## src/rtl/upsample_2x2_if.sv

```systemverilog
// Streaming handshake bundle for the 2x2 nearest-neighbour upsampler:
// six 32-bit signed channels in and out, valid/ready on each side.
interface upsample_2x2_if;
    logic               valid_in;
    logic               ready_in;
    logic signed [31:0] in_ch0;
    logic signed [31:0] in_ch1;
    logic signed [31:0] in_ch2;
    logic signed [31:0] in_ch3;
    logic signed [31:0] in_ch4;
    logic signed [31:0] in_ch5;
    logic signed [31:0] out_ch0;
    logic signed [31:0] out_ch1;
    logic signed [31:0] out_ch2;
    logic signed [31:0] out_ch3;
    logic signed [31:0] out_ch4;
    logic signed [31:0] out_ch5;
    logic               out_valid;
    logic               out_ready;
    logic               out_last;

    modport slave (
        input  valid_in, in_ch0, in_ch1, in_ch2, in_ch3, in_ch4, in_ch5, out_ready,
        output ready_in, out_ch0, out_ch1, out_ch2, out_ch3, out_ch4, out_ch5,
               out_valid, out_last
    );

    modport master (
        output valid_in, in_ch0, in_ch1, in_ch2, in_ch3, in_ch4, in_ch5, out_ready,
        input  ready_in, out_ch0, out_ch1, out_ch2, out_ch3, out_ch4, out_ch5,
               out_valid, out_last
    );
endinterface

```

## src/rtl/upsample_2x2.sv

```systemverilog
// 2x nearest-neighbour upsampler: even output rows are produced straight from
// the input stream, odd output rows are replayed from a one-row line buffer.
module upsample_2x2 #(
    parameter int IN_WIDTH  = 12,
    parameter int IN_HEIGHT = 12
) (
    input  logic           clk,
    input  logic           rst_n,
    upsample_2x2_if.slave  bus
);
    localparam int DW = 6 * 32;
    localparam int CW = ($clog2(IN_WIDTH + 1) > 6) ? $clog2(IN_WIDTH + 1) : 6;
    localparam int RW = ($clog2(IN_HEIGHT + 1) > 6) ? $clog2(IN_HEIGHT + 1) : 6;
    localparam int AW = (IN_WIDTH > 1) ? $clog2(IN_WIDTH) : 1;
    localparam logic [CW-1:0] COL_LAST = CW'(IN_WIDTH - 1);
    localparam logic [RW-1:0] ROW_LAST = RW'(IN_HEIGHT - 1);

    typedef enum logic {FILL = 1'b0, REPLAY = 1'b1} state_t;

    state_t          state_reg, state_next;
    logic            phase_reg, phase_next;
    logic [CW-1:0]   in_col_reg, in_col_next;
    logic [CW-1:0]   out_col_reg, out_col_next;
    logic [RW-1:0]   row_reg, row_next;
    logic            out_valid_reg, out_valid_next;
    logic            out_last_reg, out_last_next;
    logic [DW-1:0]   out_data_reg, out_data_next;

    logic [DW-1:0]   linebuf [IN_WIDTH];
    logic [DW-1:0]   in_data;
    logic [DW-1:0]   rd_data;
    logic [AW-1:0]   rd_addr;
    logic            col_last;
    logic            row_last;
    logic            ready;
    logic            in_fire;
    logic            out_fire;

    assign in_data = {bus.in_ch5, bus.in_ch4, bus.in_ch3, bus.in_ch2, bus.in_ch1, bus.in_ch0};

    assign bus.out_ch0   = out_data_reg[0*32 +: 32];
    assign bus.out_ch1   = out_data_reg[1*32 +: 32];
    assign bus.out_ch2   = out_data_reg[2*32 +: 32];
    assign bus.out_ch3   = out_data_reg[3*32 +: 32];
    assign bus.out_ch4   = out_data_reg[4*32 +: 32];
    assign bus.out_ch5   = out_data_reg[5*32 +: 32];
    assign bus.out_valid = out_valid_reg;
    assign bus.out_last  = out_last_reg;
    assign bus.ready_in  = ready;

    assign col_last = (out_col_reg == COL_LAST);
    assign row_last = (row_reg == ROW_LAST);

    // The last column's phase-1 beat hands over to the replay row, so it must
    // not take a new input even though its output slot is draining.
    assign ready    = (state_reg == FILL) &&
                      (!out_valid_reg || (bus.out_ready && phase_reg && !col_last));
    assign in_fire  = bus.valid_in && ready;
    assign out_fire = out_valid_reg && bus.out_ready;

    // FILL only ever reads entry 0 (entry into REPLAY); REPLAY prefetches the next column.
    assign rd_addr = (state_reg == REPLAY && !col_last) ? AW'(out_col_reg + 1'b1) : '0;
    assign rd_data = linebuf[rd_addr];

    always_ff @(posedge clk) begin
        if (in_fire) begin
            linebuf[in_col_reg[AW-1:0]] <= in_data;
        end
    end

    always_comb begin
        state_next     = state_reg;
        phase_next     = phase_reg;
        in_col_next    = in_col_reg;
        out_col_next   = out_col_reg;
        row_next       = row_reg;
        out_valid_next = out_valid_reg;
        out_last_next  = out_last_reg;
        out_data_next  = out_data_reg;

        case (state_reg)
            FILL: begin
                if (in_fire) begin
                    out_data_next  = in_data;
                    out_valid_next = 1'b1;
                    phase_next     = 1'b0;
                    out_col_next   = in_col_reg;
                    in_col_next    = (in_col_reg == COL_LAST) ? '0 : CW'(in_col_reg + 1'b1);
                end else if (out_fire) begin
                    if (!phase_reg) begin
                        phase_next = 1'b1;
                    end else if (col_last) begin
                        state_next     = REPLAY;
                        phase_next     = 1'b0;
                        out_col_next   = '0;
                        out_data_next  = rd_data;
                        out_valid_next = 1'b1;
                    end else begin
                        out_valid_next = 1'b0;
                    end
                end
            end
            REPLAY: begin
                if (out_fire) begin
                    if (!phase_reg) begin
                        phase_next    = 1'b1;
                        out_last_next = col_last && row_last;
                    end else if (col_last) begin
                        state_next     = FILL;
                        phase_next     = 1'b0;
                        out_col_next   = '0;
                        out_valid_next = 1'b0;
                        out_last_next  = 1'b0;
                        row_next       = row_last ? '0 : RW'(row_reg + 1'b1);
                    end else begin
                        phase_next    = 1'b0;
                        out_col_next  = CW'(out_col_reg + 1'b1);
                        out_data_next = rd_data;
                    end
                end
            end
            default: begin
                state_next = FILL;
            end
        endcase
    end

    always_ff @(posedge clk or negedge rst_n) begin
        if (!rst_n) begin
            state_reg     <= FILL;
            phase_reg     <= 1'b0;
            in_col_reg    <= '0;
            out_col_reg   <= '0;
            row_reg       <= '0;
            out_valid_reg <= 1'b0;
            out_last_reg  <= 1'b0;
            out_data_reg  <= '0;
        end else begin
            state_reg     <= state_next;
            phase_reg     <= phase_next;
            in_col_reg    <= in_col_next;
            out_col_reg   <= out_col_next;
            row_reg       <= row_next;
            out_valid_reg <= out_valid_next;
            out_last_reg  <= out_last_next;
            out_data_reg  <= out_data_next;
        end
    end
endmodule

```

## src/flat_wrapper.sv

```systemverilog
// flat-port wrapper written by rule: the top's interface ports become plain ports
module upsample_2x2_flat 
#(
    parameter int IN_WIDTH  = 12,
    parameter int IN_HEIGHT = 12
)
  (clk, rst_n, bus_valid_in, bus_in_ch0, bus_in_ch1, bus_in_ch2, bus_in_ch3, bus_in_ch4, bus_in_ch5, bus_out_ready, bus_ready_in, bus_out_ch0, bus_out_ch1, bus_out_ch2, bus_out_ch3, bus_out_ch4, bus_out_ch5, bus_out_valid, bus_out_last);
  upsample_2x2_if bus_i ();
  input  logic clk;
  input  logic rst_n;
  input wire logic [$bits(bus_i.valid_in)-1:0] bus_valid_in;
  input wire logic [$bits(bus_i.in_ch0)-1:0] bus_in_ch0;
  input wire logic [$bits(bus_i.in_ch1)-1:0] bus_in_ch1;
  input wire logic [$bits(bus_i.in_ch2)-1:0] bus_in_ch2;
  input wire logic [$bits(bus_i.in_ch3)-1:0] bus_in_ch3;
  input wire logic [$bits(bus_i.in_ch4)-1:0] bus_in_ch4;
  input wire logic [$bits(bus_i.in_ch5)-1:0] bus_in_ch5;
  input wire logic [$bits(bus_i.out_ready)-1:0] bus_out_ready;
  output wire logic [$bits(bus_i.ready_in)-1:0] bus_ready_in;
  output wire logic [$bits(bus_i.out_ch0)-1:0] bus_out_ch0;
  output wire logic [$bits(bus_i.out_ch1)-1:0] bus_out_ch1;
  output wire logic [$bits(bus_i.out_ch2)-1:0] bus_out_ch2;
  output wire logic [$bits(bus_i.out_ch3)-1:0] bus_out_ch3;
  output wire logic [$bits(bus_i.out_ch4)-1:0] bus_out_ch4;
  output wire logic [$bits(bus_i.out_ch5)-1:0] bus_out_ch5;
  output wire logic [$bits(bus_i.out_valid)-1:0] bus_out_valid;
  output wire logic [$bits(bus_i.out_last)-1:0] bus_out_last;
  assign bus_i.valid_in = bus_valid_in;
  assign bus_i.in_ch0 = bus_in_ch0;
  assign bus_i.in_ch1 = bus_in_ch1;
  assign bus_i.in_ch2 = bus_in_ch2;
  assign bus_i.in_ch3 = bus_in_ch3;
  assign bus_i.in_ch4 = bus_in_ch4;
  assign bus_i.in_ch5 = bus_in_ch5;
  assign bus_i.out_ready = bus_out_ready;
  assign bus_ready_in = bus_i.ready_in;
  assign bus_out_ch0 = bus_i.out_ch0;
  assign bus_out_ch1 = bus_i.out_ch1;
  assign bus_out_ch2 = bus_i.out_ch2;
  assign bus_out_ch3 = bus_i.out_ch3;
  assign bus_out_ch4 = bus_i.out_ch4;
  assign bus_out_ch5 = bus_i.out_ch5;
  assign bus_out_valid = bus_i.out_valid;
  assign bus_out_last = bus_i.out_last;
  upsample_2x2 #(.IN_WIDTH(IN_WIDTH), .IN_HEIGHT(IN_HEIGHT)) u_core (.clk(clk), .rst_n(rst_n), .bus(bus_i));
endmodule
```

## config.mk

```make
export PLATFORM = sky130hd
export DESIGN_NAME = upsample_2x2_flat
export DESIGN_NICKNAME = d
export VERILOG_FILES = /design/src/rtl/upsample_2x2_if.sv /design/src/rtl/upsample_2x2.sv /design/src/flat_wrapper.sv
export SDC_FILE = /design/constraint.sdc
export NUM_CORES = 2
export LEC_CHECK = 0
export BUFFER_PORTS_ARGS = -buffer_cell sky130_fd_sc_hd__buf_4
export CAP_MARGIN = 0
export CORE_ASPECT_RATIO = 0.9
export CORE_MARGIN = 5
export CORE_UTILIZATION = 56
export DETAILED_ROUTE_END_ITERATION = 12
export GPL_ROUTABILITY_DRIVEN = 0
export GPL_TIMING_DRIVEN = 0
export PLACE_DENSITY_LB_ADDON = 0.1
export SYNTH_ARGS = -nofsm -noshare
export SYNTH_HDL_FRONTEND = slang
export SYNTH_SLANG_ARGS = --single-unit
export TNS_END_PERCENT = 10
```

## constraint.sdc

```tcl
create_clock -name clk -period 17.3 [get_ports clk]
set_clock_uncertainty 0.2 [all_clocks]
set_input_delay 3.46 -clock clk [delete_from_list [all_inputs] [get_ports clk]]
set_output_delay 3.46 -clock clk [all_outputs]
set_load 0.1 [all_outputs]
```

==> results.cfg <==
[status]
status = finished, violations left
violations = max-capacitance violations, max-slew violations

[floorplan]
die_h_um = 414
core_sq_um = 181000
die_w_um = 459
rows = 148
io_pins = 391
dieArea_sq_um = 190000
start_util_pct = 56.2

[grt]
overflow = 0
antenna_found_initial = 23
grt_pass1_vias = 63400
grt_pass1_wl_um = 427000
grt_max_degree = 93
grtUsageTotal_pct = 30.2

[yosys]
ys_ff_latch = 2518
async_flop_share_pct = 8.50
synth_edf_count = 2304
synthSimpleGateAreaFrac_pct = 3.44
synth-compound-area-share_pct = 14.5
netlist_area_sq_um = 102000
synth_mux_area_share_pct = 6.09
ys_seq_area_share_pct = 73.4
synth_nets = 6331
synthFlopType = edfxtp_1
synth_top_family_by_area = compound AO/OA/AOI/OAI gates
yosys_warnings = 0
syn_avg_cell_area_sq_um = 16.6
synthAdderAreaFrac_pct = 0.0739
synth_cells = 6129
synth.distinct_cells = 52
synth-xor-area-share_pct = 0.0604

[cts]
cts_resized = 0
cts_buffer_depth = 3
cts_hold_buf = 0
clk_latency_ns = 0.87
numCtsBuffers = 240
clk_pin_slew_ns = 0.06
htreeDepth = 4
cts.sinks = 2518
cts_root_buf = clkbuf_16
post-cts-setup-buffers = 0
cts_tree = built

[final_layout]
area_delta_synth_final_pct = 15.8
nFillCells = 12600
layout.cells.non_filler = 9537
mostFrequentLayoutCell = edfxtp_1
final_nets = 7106
layout_common_cells = 2304 x edfxtp_1, 625 x clkbuf_1, 396 x buf_4, 384 x mux2i_1, 243 x clkbuf_16
utilization_pct = 65.1
largest_reg_flops = 2304
drive_above_1_share_pct = 16.1

[setup_path]
reg2reg_depth = 9
slowest_delay_ns = 0.34
rrSetupSlack_ns = 12.01
slowest_stage = buf_4
crit_path_end_kind = output pin
r2r-start = u_core.out_col_reg[3]
required_ns = 13.64
r2r_end = u_core.out_data_reg[114]
crit_path_start_kind = primary input
cp_max_fo = 5
cpMostUsedCell = buf_4
arrival_ns = 4.65
worstSetupPathType = in -> out
cp_cell_sequence = buf_4 > nand2_1 > a21oi_1 > o21a_1 > buf_4

[drt]
vias_per_cell = 6.69
dr.pass1.iters = 6
first_iter_violations = 7513
drcViolationCount = 0
ant_nets = 0
num_vias = 63800
post_drt_wl_per_cell_um = 30.7
wirelength_um = 293000

[sta]
slew_viol_final = 11
tns_ns = 0
worstMarginPinSlew_ns = 1.53
finalCritPeriodShare_pct = 48.1
final_hold_viol_count = 0
finalSetupViolCount = 0
min_period_ns = 8.31
fin_ws_ns = 8.99
slew_headroom_pct = -1.96
rsz0062_at_grt = no
clock.fmax_mhz = 120

[hold_path]
hold_start = u_core.row_reg[5]
whs_path_depth = 1
min_to = u_core.row_reg[5]
hp-class = reg -> reg

[placed_design]
pre_cts_ws_ns = 9.02
place_inst = 9062
hpwl_um = 195000
port_buffers = 390

[pwr]
vdd_drop_max_uv = 155
power.leakage_nw = 40.1
powerDensity_nw_per_um2 = 194

[flow_run]
cap_violations = 1
[worst max-delay path: cells and delay by family]
kind | cells | cell delay [ns]
AO/OA/AOI/OAI | 2 | 0.62
buffers and inverters | 2 | 0.45
AND/OR/NAND/NOR | 1 | 0.11
[cell usage after synthesis (all sizes together) (18+ instances only)]
library cell | number | share of area [%]
a21oi | 231 | 1.1
inv | 18 | 0.067
a221o | 179 | 1.8
dfrtp | 214 | 5.3
buf | 50 | 0.26
a2111o | 179 | 2.0
mux2i | 384 | 3.8
o32ai | 193 | 1.7
nor3 | 20 | 0.099
nand4 | 183 | 1.1
o21ai | 28 | 0.14
o311a | 179 | 1.8
clkbuf | 555 | 2.1
edfxtp | 2304 | 68
nand2 | 207 | 0.77
a2111oi | 179 | 1.5
nor2b | 184 | 1.1
a211oi | 179 | 1.3
a31oi | 182 | 1.1
and3 | 22 | 0.14
mux2 | 182 | 2.0
o211a | 179 | 1.8
[per-stage QoR]
stage | cell area, sq um | hold WS, ns | power (mW)
final | 118000 | 0.278 | 22.8
after global routing | 118000 | 0.302 | 23.6
after CTS | 118000 | 0.277 | 22.8
after detailed placement | 110000 | 0.262 | 17.6
after global placement | 107000 | 0.265 | 17.4
after floorplan | 102000 | 0.243 | 13.8
[how the worst max path moves through the flow]
| stage | start | to | slack [ns] | cells after the start |
|---|---|---|---|---|
| 2_1_floorplan | bus_out_ready | u_core.linebuf[4][0] | -1.85 | 4 |
| 3_3_place_gp | bus_out_ready | u_core.linebuf[4][148] | -14.46 | 5 |
| 3_5_place_dp | bus_out_ready | bus_ready_in | 9.02 | 5 |
| 4_1_cts | bus_out_ready | bus_ready_in | 9.01 | 5 |
| 5_1_grt | bus_out_ready | bus_ready_in | 8.95 | 5 |
| 6_report | bus_out_ready | bus_ready_in | 8.99 | 5 |
[final cells by class]
class                           instances  area, sq um  share of cell area [%]
Antenna cell                           15         37.5                  0.0319
Buffer                                605         2370                    2.02
Clock buffer                          366         6870                    5.85
Clock inverter                         94          946                   0.805
Inverter                               18         67.6                  0.0575
Multi-Input combinational cell       2988        24700                    21.0
Sequential cell                      2518        74500                    63.4
Tap cell                             2400         3000                    2.55
Timing Repair Buffer                  533         5080                    4.32
[layer usage]
metal  vias up  GRT usage (%)  wire length [um]
li1      27300              -                 -
met4         4           13.5             14100
met3       598           5.45             24200
met1     32600           41.6            117000
met5         -              0                27
met2      3294           47.8            137000
[cell families after synthesis]
family	count (synthesis)
xor+xnor	7
buf+inv	623
simple gates	649
fa+ha+maj	6
compound gates	1747
flops	2518
mux	579
[power by group]
| part | internal (mW) | leakage [nW] | switching, mW |
|---|---|---|---|
| logic | 3.08 | 13.2 | 7.35 |
| clock network | 2.97 | 3.81 | 2.25 |
| registers | 6.92 | 23.1 | 0.240 |
No activity file was read; power rests on OpenSTA's default activity.
